### config.mk
export PLATFORM = sky130hd
export DESIGN_NAME = fifo_wr_arbiter_flat
export DESIGN_NICKNAME = d
export VERILOG_FILES = /design/src/rtl/fifo_wr_arbiter_if.sv /design/src/rtl/fifo_wr_arbiter.sv /design/src/flat_wrapper.sv
export SDC_FILE = /design/constraint.sdc
export NUM_CORES = 1
export LEC_CHECK = 0
export CAP_MARGIN = 20
export CORE_MARGIN = 5
export CORE_UTILIZATION = 40
export DETAILED_ROUTE_END_ITERATION = 6
export PLACE_DENSITY = 0.75
export RECOVER_POWER = 100
export SLEW_MARGIN = 25
export SYNTH_ARGS = -nofsm -noshare
export SYNTH_HDL_FRONTEND = slang
export SYNTH_SLANG_ARGS = --single-unit
### constraint.sdc
create_clock -name clk -period 7.7 [get_ports clk]
set_clock_uncertainty 0.1 [all_clocks]
set_input_delay 1.54 -clock clk [delete_from_list [all_inputs] [get_ports clk]]
set_output_delay 1.54 -clock clk [all_outputs]
set_load 0.05 [all_outputs]
### src/rtl/fifo_wr_arbiter_if.sv
// fifo_wr_arbiter_if: producer request bus plus the FIFO write/status port shared through the arbiter.
// Latency: none, signal bundle only.
// Backpressure: carried by ack (producers) and lleno/use_dw (FIFO).
interface fifo_wr_arbiter_if #(
  parameter int NREQ  = 4,
  parameter int DEPTH = 32,
  parameter int WIDTH = 8
);
  localparam int ADDRESS = $clog2(DEPTH-1);
  localparam int IDW     = $clog2(NREQ);

  logic [NREQ-1:0]       req;
  logic [NREQ*WIDTH-1:0] req_data;
  logic [NREQ-1:0]       ack;
  logic                  lleno;
  logic [ADDRESS-1:0]    use_dw;
  logic                  wr_en;
  logic [WIDTH-1:0]      data_in;
  logic [IDW-1:0]        grant_id;

  // Arbiter side
  modport master (
    input  req, req_data, lleno, use_dw,
    output ack, wr_en, data_in, grant_id
  );

  // Producers + FIFO side
  modport slave (
    output req, req_data, lleno, use_dw,
    input  ack, wr_en, data_in, grant_id
  );
endinterface

### src/rtl/fifo_wr_arbiter.sv
// fifo_wr_arbiter: round-robin, burst-bounded sharing of one synchronous FIFO write port among NREQ producers.
// Latency: ack is combinational; the acked word is on wr_en/data_in in the following cycle, 1 word/cycle.
// Backpressure: no ack while lleno or (use_dw + in-flight wr_en) > DEPTH-2; producers hold req/data until ack.
// Optional macro FIFO_ARB_STALL_CNT_EN adds a 16-bit saturating stall_cnt output.
module fifo_wr_arbiter #(
  parameter int NREQ      = 4,
  parameter int DEPTH     = 32,
  parameter int WIDTH     = 8,
  parameter int MAX_BURST = 4
) (
  input  logic               clk,
  input  logic               rst,
  fifo_wr_arbiter_if.master  bus
`ifdef FIFO_ARB_STALL_CNT_EN
  ,
  output logic [15:0]        stall_cnt
`endif
);

  localparam int ADDRESS = $clog2(DEPTH-1);
  localparam int IDW     = $clog2(NREQ);
  localparam int CW      = $clog2(MAX_BURST+1);
  localparam logic [ADDRESS:0] SPACE_LIMIT = (ADDRESS+1)'(DEPTH-2);
  localparam logic [CW-1:0]    CNT_MAX     = CW'(MAX_BURST);

  typedef enum logic {IDLE, BURST} state_t;

  state_t         state;
  logic [IDW-1:0] last;       // most recent grantee; doubles as the owner while in BURST
  logic [CW-1:0]  burst_cnt;

  logic           space_ok;
  logic           rr_found;
  logic [IDW-1:0] rr_idx;
  logic           grant_vld;
  logic [IDW-1:0] grant_idx;
  logic           grant_restart;  // burst count restarts at 1 for this grant

  // Room check counts the word on wr_en, which use_dw does not yet reflect.
  always_comb begin
    space_ok = !bus.lleno &&
               (({1'b0, bus.use_dw} + {{ADDRESS{1'b0}}, bus.wr_en}) <= SPACE_LIMIT);
  end

  // Round-robin scan starting just after last; in BURST the owner is left out of the scan.
  always_comb begin : rr_scan
    int c;
    c        = 0;
    rr_found = 1'b0;
    rr_idx   = last;
    for (int k = NREQ; k >= 1; k--) begin
      c = (int'(last) + k) % NREQ;
      if (bus.req[IDW'(c)] && !(state == BURST && k == NREQ)) begin
        rr_found = 1'b1;
        rr_idx   = IDW'(c);
      end
    end
  end

  // Decide this cycle's grant: continue the burst, rotate, regrant the lone owner, or nothing.
  always_comb begin
    grant_vld     = 1'b0;
    grant_idx     = last;
    grant_restart = 1'b1;
    if (space_ok) begin
      if (state == BURST && bus.req[last] && burst_cnt < CNT_MAX) begin
        grant_vld     = 1'b1;
        grant_idx     = last;
        grant_restart = 1'b0;
      end else if (rr_found) begin
        grant_vld = 1'b1;
        grant_idx = rr_idx;
      end else if (state == BURST && bus.req[last]) begin
        grant_vld = 1'b1;
        grant_idx = last;
      end
    end
  end

  // One-hot ack, held low while reset is asserted.
  always_comb begin
    bus.ack = '0;
    if (grant_vld && rst) bus.ack[grant_idx] = 1'b1;
  end

  // FSM and registered FIFO write port; throttled cycles hold all arbitration state.
  always_ff @(posedge clk or negedge rst) begin
    if (!rst) begin
      state        <= IDLE;
      last         <= IDW'(NREQ-1);
      burst_cnt    <= '0;
      bus.wr_en    <= 1'b0;
      bus.data_in  <= '0;
      bus.grant_id <= '0;
    end else begin
      bus.wr_en <= grant_vld;
      if (grant_vld) begin
        state        <= BURST;
        last         <= grant_idx;
        burst_cnt    <= grant_restart ? CW'(1) : burst_cnt + 1'b1;
        bus.data_in  <= bus.req_data[grant_idx*WIDTH +: WIDTH];
        bus.grant_id <= grant_idx;
      end else if (space_ok) begin
        // Nobody requesting with room available: fall back to IDLE.
        state     <= IDLE;
        burst_cnt <= '0;
      end
    end
  end

`ifdef FIFO_ARB_STALL_CNT_EN
  // Count cycles where a producer is waiting only because the FIFO has no room; saturates.
  always_ff @(posedge clk or negedge rst) begin
    if (!rst) begin
      stall_cnt <= '0;
    end else if (|bus.req && !space_ok && stall_cnt != 16'hFFFF) begin
      stall_cnt <= stall_cnt + 16'd1;
    end
  end
`endif

endmodule

### src/flat_wrapper.sv
// flat-port wrapper written by rule: the top's interface ports become plain ports
module fifo_wr_arbiter_flat 
#(
  parameter int NREQ      = 4,
  parameter int DEPTH     = 32,
  parameter int WIDTH     = 8,
  parameter int MAX_BURST = 4
)
  (clk, rst, bus_req, bus_req_data, bus_lleno, bus_use_dw, bus_ack, bus_wr_en, bus_data_in, bus_grant_id);
  fifo_wr_arbiter_if #(.NREQ(NREQ), .DEPTH(DEPTH), .WIDTH(WIDTH)) bus_i ();
  input  logic clk;
  input  logic rst;
  input wire logic [$bits(bus_i.req)-1:0] bus_req;
  input wire logic [$bits(bus_i.req_data)-1:0] bus_req_data;
  input wire logic [$bits(bus_i.lleno)-1:0] bus_lleno;
  input wire logic [$bits(bus_i.use_dw)-1:0] bus_use_dw;
  output wire logic [$bits(bus_i.ack)-1:0] bus_ack;
  output wire logic [$bits(bus_i.wr_en)-1:0] bus_wr_en;
  output wire logic [$bits(bus_i.data_in)-1:0] bus_data_in;
  output wire logic [$bits(bus_i.grant_id)-1:0] bus_grant_id;
  assign bus_i.req = bus_req;
  assign bus_i.req_data = bus_req_data;
  assign bus_i.lleno = bus_lleno;
  assign bus_i.use_dw = bus_use_dw;
  assign bus_ack = bus_i.ack;
  assign bus_wr_en = bus_i.wr_en;
  assign bus_data_in = bus_i.data_in;
  assign bus_grant_id = bus_i.grant_id;
  fifo_wr_arbiter #(.NREQ(NREQ), .DEPTH(DEPTH), .WIDTH(WIDTH), .MAX_BURST(MAX_BURST)) u_core (.clk(clk), .rst(rst), .bus(bus_i));
endmodule
# Word level (Yosys, flattened, before mapping)
# Index checks and enable logic that the tools add are counted.
# word_totals
regBits	17
out_inout_bits	15
wordCells	70
# op_classes
n_addsub	6
order_cmp	9
n_shift	1
n_mux	39
n_reduce_logical	9
# op_table
cell	n
variable part select 32 x 6 -> 8 bit	1
two-way mux 1 bit	22
less-than comparator 2 x 4 -> 1 bit (second input constant)	4
two-way mux 2 bit	7
binary-select mux 1 bit (select 2 bit)	5
two-way mux 3 bit	3
adder 5 x 1 -> 6 bit	1
<= comparator 6 x 5 -> 1 bit (second input constant)	1
logical AND 1 bit	6
less-than comparator 2 x 3 -> 1 bit (second input constant)	2
adder 2 x 1 -> 2 bit (second input constant)	2
adder 2 bit (second input constant)	2
two-way mux 4 bit	1
adder 3 x 1 -> 3 bit (second input constant)	1
less-than comparator 3 bit (second input constant)	1
demux 1 bit (select 2 bit)	1
greater-or-equal comparator 2 x 1 -> 1 bit (second input constant)	1
zero test 1 bit	2
nonzero test 2 bit	1

# Logic depth before layout (Yosys ltp)
# Gate-level depths: netlist (run 1).
# depth
ltp_word	17
depth_mapped	12
mapped_depth_nobuf	10

# Least setup slack after synthesis (run 1)
# OpenSTA, ideal clock, no wires.
# synth_path
kind	input port to output port
startpoint	input port bus_use_dw[0]
endpoint	output port bus_ack[0]
arrival_time_ns	3.905
required_ns	6.060
slack_ns	2.155
cell_stages	11
path_cell_list	ha_1 -> ha_1 -> nand4_1 -> o21ai_0 -> a21oi_2 -> o21ai_0 -> buf_4 -> buf_6 -> xnor2_1 -> nand3_1 -> nor2_1
# synth_via
elab_chain_len	9
# synth_rtl
item	line_no	rtl
from (decl)	flat_wrapper.sv:16	input wire logic [$bits(bus_i.use_dw)-1:0] bus_use_dw;
adder 5 x 1 -> 6 bit *	fifo_wr_arbiter.sv:42	(({1'b0, bus.use_dw} + {{ADDRESS{1'b0}}, bus.wr_en}) <= SPACE_LIMIT);
<= comparator 6 x 5 -> 1 bit *	fifo_wr_arbiter.sv:42	
logical AND 1 bit *	fifo_wr_arbiter.sv:41	space_ok = !bus.lleno &&
two-way mux 2 bit	fifo_wr_arbiter.sv:65	if (space_ok) begin
less-than comparator 2 x 3 -> 1 bit (not written as such) / greater-or-equal comparator 2 x 1 -> 1 bit (equally long branches)	fifo_wr_arbiter.sv:83	if (grant_vld && rst) bus.ack[grant_idx] = 1'b1;
logical AND 1 bit (not written as such)	fifo_wr_arbiter.sv:83	
two-way mux 1 bit (not written as such)	fifo_wr_arbiter.sv:83	
demux 1 bit (select 2 bit)	-	
two-way mux 4 bit *	fifo_wr_arbiter.sv:83	
to (decl)	flat_wrapper.sv:17	output wire logic [$bits(bus_i.ack)-1:0] bus_ack;
# Mark *: on every way between the ends. The rest lies on a longest branch, timed or not.

# Worst setup path in the final report (run 1)
# layout_path
startpoint	input port bus_use_dw[0]
endpoint	output port bus_ack[1]
# The elaborated chain is that of the path after synthesis.

==> results of run 1 <==
## path summary, 6_finish.rpt
kind | depth (start not counted) | slack, ns | to | from
min in group asynchronous | 1 | 1.68 | u_core.bus.data_in[2] | rst
setup reg to reg | 9 | 4.47 | u_core.bus.data_in[5] | u_core.bus.wr_en
hold / removal | 2 | 0.41 | u_core.bus.grant_id[0] | u_core.bus.grant_id[0]
hold reg to reg | 2 | 0.41 | u_core.bus.grant_id[0] | u_core.bus.grant_id[0]
max in group asynchronous | 1 | 5.29 | u_core.bus.wr_en | rst
setup / recovery | 12 | 1.02 | bus_ack[1] | bus_use_dw[0]
## layout by cell type, fill, tap and decap left out, types with 2 or more instances in the layout
cell / Yosys / final
clkdlybuf4s50_1: 0 / 41
o21ai_0: 20 / 20
mux2i_1: 20 / 20
dlygate4sd3_1: 0 / 17
a22oi_1: 16 / 16
dfrtp_1: 15 / 15
and2_1: 9 / 9
nand2_1: 9 / 9
a221o_1: 8 / 8
a21oi_1: 6 / 7
nor2_1: 6 / 7
nand3_1: 7 / 7
inv_1: 5 / 5
nand2b_1: 3 / 3
ha_1: 3 / 3
clkbuf_4: 0 / 3
a31oi_1: 2 / 2
mux2_2: 2 / 2
dfstp_2: 2 / 2
## where the power goes
group,switching (mW),internal [mW],total (mW)
combinational,0.300,0.191,0.490
clock,0.0309,0.0193,0.0502
sequential,0.0431,0.132,0.175
## state kept, by name (all words and copies together), names as in the netlist
name / count
u_core.bus.grant_id: 2
u_core.bus.wr_en: 1
u_core.last: 2
u_core.state: 1
u_core.burst_cnt: 3
u_core.bus.data_in: 8
## cell families (layout without fill, tap and decap cells)
logic type                 after synthesis  count (layout)
xor gates and xnor gates                 1               1
DFF                                     17              17
buffers and inverters                   15              68
AOI/OAI and AO/OA                       60              60
muxes                                   22              22
and+or+nand+nor                         45              45
adders and majority gates                3               3
## layer usage
| layer | global-route usage, % | routed length (um) | vias up |
|---|---|---|---|
| li1 | - | - | 729 |
| met1 | 23.3 | 1880 | 709 |
| met2 | 29.7 | 2080 | 40 |
| met5 | 0 | 0 | - |
| met3 | 2.15 | 122 | 4 |
| met4 | 4.68 | 21 | 0 |
## final cells by class
type | count | area (um2)
clock buffer | 3 | 22.5
tap | 46 | 57.6
multi-input combinational | 131 | 928
inverter | 6 | 22.5
timing repair buffer | 58 | 581
sequential | 17 | 428
clock inverter | 1 | 5.00
fill | 321 | 1370
## tightest hold or removal path: stages, from the launching register on
cell     delay, ns
dfrtp_1       0.36
nand2_1       0.05
o21ai_0       0.07
==> impl_metrics.py, run 1 <==
metrics = {
    "synthesis": {
        "synthAdderAreaFrac_pct": 2.60,
        "synth_top_family_by_area": "compound AO/OA/AOI/OAI gates",
        "syn_nets": 210,
        "netlist_area_mm2": 0.00144,
        "postSynthCellCount": 163,
        "yosysTopAreaCell": "dfrtp_1",
        "synthXorXnorAreaFrac_pct": 0.608,
        "syn_area_per_cell_um2": 8.84,
        "synth_warnings": 0,
        "synth-seq-cells": 17,
        "muxShareOfSynthArea_pct": 15.5,
        "ys_top_cells_by_count": "mux2i_1 (20), o21ai_0 (20), a22oi_1 (16)",
        "synth_top_flop_cell": "dfrtp_1",
        "synth_compound_area_share_pct": 28.1,
        "synth_edf_count": 0,
        "synth-simple-area-share_pct": 17.3,
        "synth_seq_area_share_pct": 29.7,
        "async_flop_share_pct": 100,
        "ys_types": 39,
        "synthTopCellsByArea": "dfrtp_1 (26%), mux2i_1 (14%), a22oi_1 (8.3%)",
        "synth_top_area_share_pct": 26.0,
    },
    "sta": {
        "worst_slack_ns": 1.02,
        "timing.final.crit_share_pct": 86.7,
        "final-setup-viol-count": 0,
        "rsz0062_at_grt": "no",
        "whs_ns": 0.406,
        "fin_crit_ns": 6.68,
        "fin_tns_setup_ns": 0,
        "relSlewSlack_pct": 20.5,
        "fmax_mhz": 150,
        "worst_slew_pin_slew_ns": 1.19,
        "hold_violations": 0,
        "slew_violations": 0,
    },
    "placed_design": {
        "placed_area_mm2": 0.00202,
        "place_inst": 258,
        "dp_hpwl_mm": 3.16,
        "pre_cts_slack_ns": 1.09,
        "io_buffers": 58,
        "routabilityCongestion": 0.764,
    },
    "clocking": {
        "cts.repair.resized": 0,
        "ctsHoldBuffers": 0,
        "clkSinkCount": 17,
        "cts_root_buf": "clkbuf_4",
        "cts.clk_slew.worst_paths_ns": 0.12,
        "postCtsSetupBuffers": 0,
        "cts_tree": "done",
        "clk_latency_ns": 0.28,
        "clk_path_buf_depth": 2,
        "htree_levels": 1,
        "cts_inserted_buffers": 3,
    },
    "floorplanning": {
        "die-area_mm2": 0.00490,
        "start_util_pct": 42.2,
        "die_h_um": 70.0,
        "fp.coreArea_mm2": 0.00342,
        "io_pins": 59,
        "num_rows": 21,
        "die_w_um": 70.0,
    },
    "worst_setup_path": {
        "cp_cell_sequence": "dlygate4sd3_1 -> ha_1 -> ha_1 -> nand4_1 -> o21ai_0 -> a21oi_1 -> o21ai_4 -> xnor2_1 -> inv_1 -> nand3_1 -> nor2_1 -> dlygate4sd3_1",
        "crit_path_end_kind": "output port",
        "cp.buffers_inverters": 3,
        "crit_path_start_kind": "primary input",
        "critPathArrivalTime_ns": 5.04,
        "required_ns": 6.06,
        "cp_slowest_cell": "dlygate4sd3_1",
        "crit_path_max_incr_delay_ns": 0.88,
        "path_max_fanout": 17,
        "critPathTopFamily": "buffers and inverters",
        "critPathKind": "in -> out",
    },
    "routing": {
        "route.detailed.drc": 0,
        "routed_wl_mm": 4.10,
        "dr.pass1.iters": 4,
        "drt_iter0_drc": 61,
        "vias_per_cell": 5.66,
        "vias": 1482,
        "wl_per_cell_um": 15.7,
        "ant_nets": 0,
    },
    "outcome": {
        "status": "completed",
    },
    "power": {
        "p_leak_nw": 0.925,
        "total_power_uw": 716,
        "vdd_drop_max_mv": 0.263,
        "powerDensity_mw_per_mm2": 350,
    },
    "layout": {
        "antennaDiodeCount": 0,
        "final_cell_count_no_fill": 262,
        "final_nets": 264,
        "final_area_mm2": 0.00204,
        "syn2layout_area_growth_pct": 41.8,
        "drive_gt1_share_pct": 6.02,
        "final_util_pct": 59.9,
    },
    "global_route": {
        "grt_max_degree": 27,
        "grt.overflow.total": 0,
        "track_usage_pct": 17.5,
        "grt_pass1_vias": 1518,
        "antenna_found_initial": 0,
        "grt_pass1_wl_mm": 7.24,
    },
    "hold_path": {
        "hold_class": "reg -> reg",
    },
    "flow_run": {
        "drv_cap": 0,
    },
}
(Power assumes the default switching activity.)
==> inputs of run 2 (changes only) <==
--- a/config.mk
+++ b/config.mk
@@ -7,9 +7,9 @@
 export LEC_CHECK = 0
 export CAP_MARGIN = 20
 export CORE_MARGIN = 5
-export CORE_UTILIZATION = 40
+export CORE_UTILIZATION = 39
 export DETAILED_ROUTE_END_ITERATION = 6
-export PLACE_DENSITY = 0.75
+export PLACE_DENSITY = 0.77
 export RECOVER_POWER = 100
 export SLEW_MARGIN = 25
 export SYNTH_ARGS = -nofsm -noshare
==> constraint.sdc (replaced) <==
create_clock -name clk -period 6.1 [get_ports clk]
set_clock_uncertainty 0.1 [all_clocks]
set_input_delay 1.22 -clock clk [delete_from_list [all_inputs] [get_ports clk]]
set_output_delay 1.22 -clock clk [all_outputs]
set_load 0.05 [all_outputs]
==> impl_metrics.py, run 2 (same netlist as run 1, synthesis figures left out) <==
metrics = {
    "clocking": {
        "cts_root_buf": "clkbuf_8",
        "clk_latency_ns": 0.26,
        "clkSinkCount": 17,
        "htree_levels": 1,
        "postCtsSetupBuffers": 0,
        "ctsHoldBuffers": 0,
        "cts.clk_slew.worst_paths_ns": 0.07,
        "cts.repair.resized": 0,
        "cts_tree": "done",
        "clk_path_buf_depth": 2,
        "cts_inserted_buffers": 3,
    },
    "global_route": {
        "grt_pass1_wl_mm": 6.55,
        "grt_max_degree": 27,
        "grt_pass1_vias": 1480,
        "grt.overflow.total": 0,
        "track_usage_pct": 16.0,
        "antenna_found_initial": 0,
    },
    "layout": {
        "fillCellCount": 356,
        "final_common_cell": "clkdlybuf4s50_1",
        "final_cell_count_no_fill": 268,
        "drive_gt1_share_pct": 5.91,
        "syn2layout_area_growth_pct": 44.1,
        "final_nets": 268,
        "largest_reg_flops": 8,
        "reg_top3": "u_core.bus.data_in x8, u_core.burst_cnt x3",
        "layout.cells.most_common_list": "clkdlybuf4s50_1 (44), o21ai_0 (22), mux2i_1 (20), a22oi_1 (16), dfrtp_1 (15)",
        "regMostFlops": "u_core.bus.data_in",
        "antennaDiodeCount": 0,
    },
    "worst_setup_path": {
        "cp.buffers_inverters": 2,
        "reg2reg_slack_ns": 2.57,
        "crit_path_end_kind": "output port",
        "cp_slowest_cell": "clkdlybuf4s50_1",
        "crit_start": "bus_use_dw[0]",
        "r2r-start": "u_core.bus.wr_en",
        "critPathKind": "in -> out",
        "critPathTopFamily": "buffers and inverters",
        "crit_path_start_kind": "primary input",
        "path_max_fanout": 4,
        "cp_cell_sequence": "clkdlybuf4s50_1 -> ha_1 -> ha_1 -> mux2i_1 -> o21ai_0 -> a21oi_1 -> o21ai_0 -> xnor2_1 -> nand3_1 -> nor2_1 -> clkdlybuf4s50_1",
        "required_ns": 4.78,
        "r2r-end": "u_core.bus.data_in[4]",
        "crit_path_max_incr_delay_ns": 0.82,
        "critPathArrivalTime_ns": 4.33,
        "r2r_cells": 10,
    },
    "sta": {
        "fin_tns_setup_ns": 0,
        "relSlewSlack_pct": 23.6,
        "fin_crit_ns": 5.65,
        "hold_violations": 0,
        "rsz0062_at_grt": "no",
        "slew_violations": 0,
        "worst_slew_pin_slew_ns": 1.15,
        "final-setup-viol-count": 0,
        "timing.final.crit_share_pct": 92.7,
        "fmax_mhz": 177,
    },
    "floorplanning": {
        "io_pins": 59,
        "start_util_pct": 39.7,
        "fp.coreArea_mm2": 0.00363,
        "num_rows": 22,
        "die-area_mm2": 0.00501,
        "die_h_um": 70.8,
        "die_w_um": 70.8,
    },
    "routing": {
        "ant_nets": 0,
        "wl_per_cell_um": 15.2,
        "routed_wl_mm": 4.07,
        "vias_per_cell": 5.57,
        "vias": 1493,
        "dr.pass1.iters": 4,
        "route.detailed.drc": 0,
        "drt_iter0_drc": 53,
    },
    "power": {
        "powerDensity_mw_per_mm2": 448,
        "switching_share_pct": 50.7,
        "p_switching_uw": 472,
        "p_leak_nw": 0.938,
        "power_frac_seq_pct": 24.1,
        "combPwrFrac_pct": 66.6,
        "vdd_drop_max_mv": 0.312,
        "intPower_uw": 459,
        "power.share.clock_pct": 9.3,
    },
    "flow_run": {
        "drv_cap": 0,
    },
    "placed_design": {
        "place_inst": 264,
        "dp_hpwl_mm": 3.11,
        "io_buffers": 58,
        "routabilityCongestion": 0.784,
    },
    "hold_path": {
        "worstHoldPathCells": 1,
        "hold_start": "u_core.bus.grant_id[1]",
        "hold_class": "reg -> reg",
        "min_to": "u_core.bus.grant_id[1]",
    },
    "outcome": {
        "status": "completed",
    },
}
==> run 2: routing by layer <==
| layer | GRT usage (%) | share of wire (%) |
|---|---|---|
| met1 | 18.6 | 40 |
| met3 | 5.40 | 8.7 |
| met5 | 0 | 0 |
| met2 | 28.0 | 50 |
| met4 | 3.97 | 0.66 |
==> run 2: worst max-delay path by stage <==
stage	slack, ns	endpoint	depth (start not counted)
2_1_floorplan	1.20	bus_ack[0]	11
3_3_place_gp	0.60	bus_ack[0]	11
3_5_place_dp	0.47	bus_ack[0]	11
4_1_cts	0.48	bus_ack[0]	11
5_1_grt	0.12	bus_ack[1]	12
6_report	0.45	bus_ack[2]	11
==> run 2: cell type report <==
| class | count | area (um2) | area share, % |
|---|---|---|---|
| well taps | 48 | 60.1 | 2.89 |
| repair buffers | 62 | 603 | 29.0 |
| multi-input cells | 131 | 917 | 44.2 |
| clock buffers | 3 | 41.3 | 1.99 |
| inverters | 6 | 22.5 | 1.08 |
| clock inverters | 1 | 5.00 | 0.241 |
| flip-flops and latches | 17 | 428 | 20.6 |
==> run 2: stage by stage <==
step	power [mW]	setup slack [ns]	instance area [um2]	utilization, %	hold slack, ns
finish	0.931	0.446	2080	57.2	0.378
global route	0.999	0.122	2080	57.2	0.394
CTS	0.961	0.476	2090	57.6	0.390
detailed placement	0.871	0.466	2050	56.4	0.365
global placement	0.863	0.601	2050	56.4	0.372
floorplan	0.685	1.20	1440	-	0.364
==> run 2: power by group through the flow <==
| stage | Clock (mW) | Combinational (mW) | Sequential (mW) |
|---|---|---|---|
| floorplan | 0 | 0.375 | 0.310 |
| detailed placement | 0 | 0.646 | 0.225 |
| finish | 0.0869 | 0.620 | 0.224 |
| global placement | 0 | 0.637 | 0.226 |
| global route | 0.0941 | 0.672 | 0.233 |
| CTS | 0.0889 | 0.647 | 0.226 |
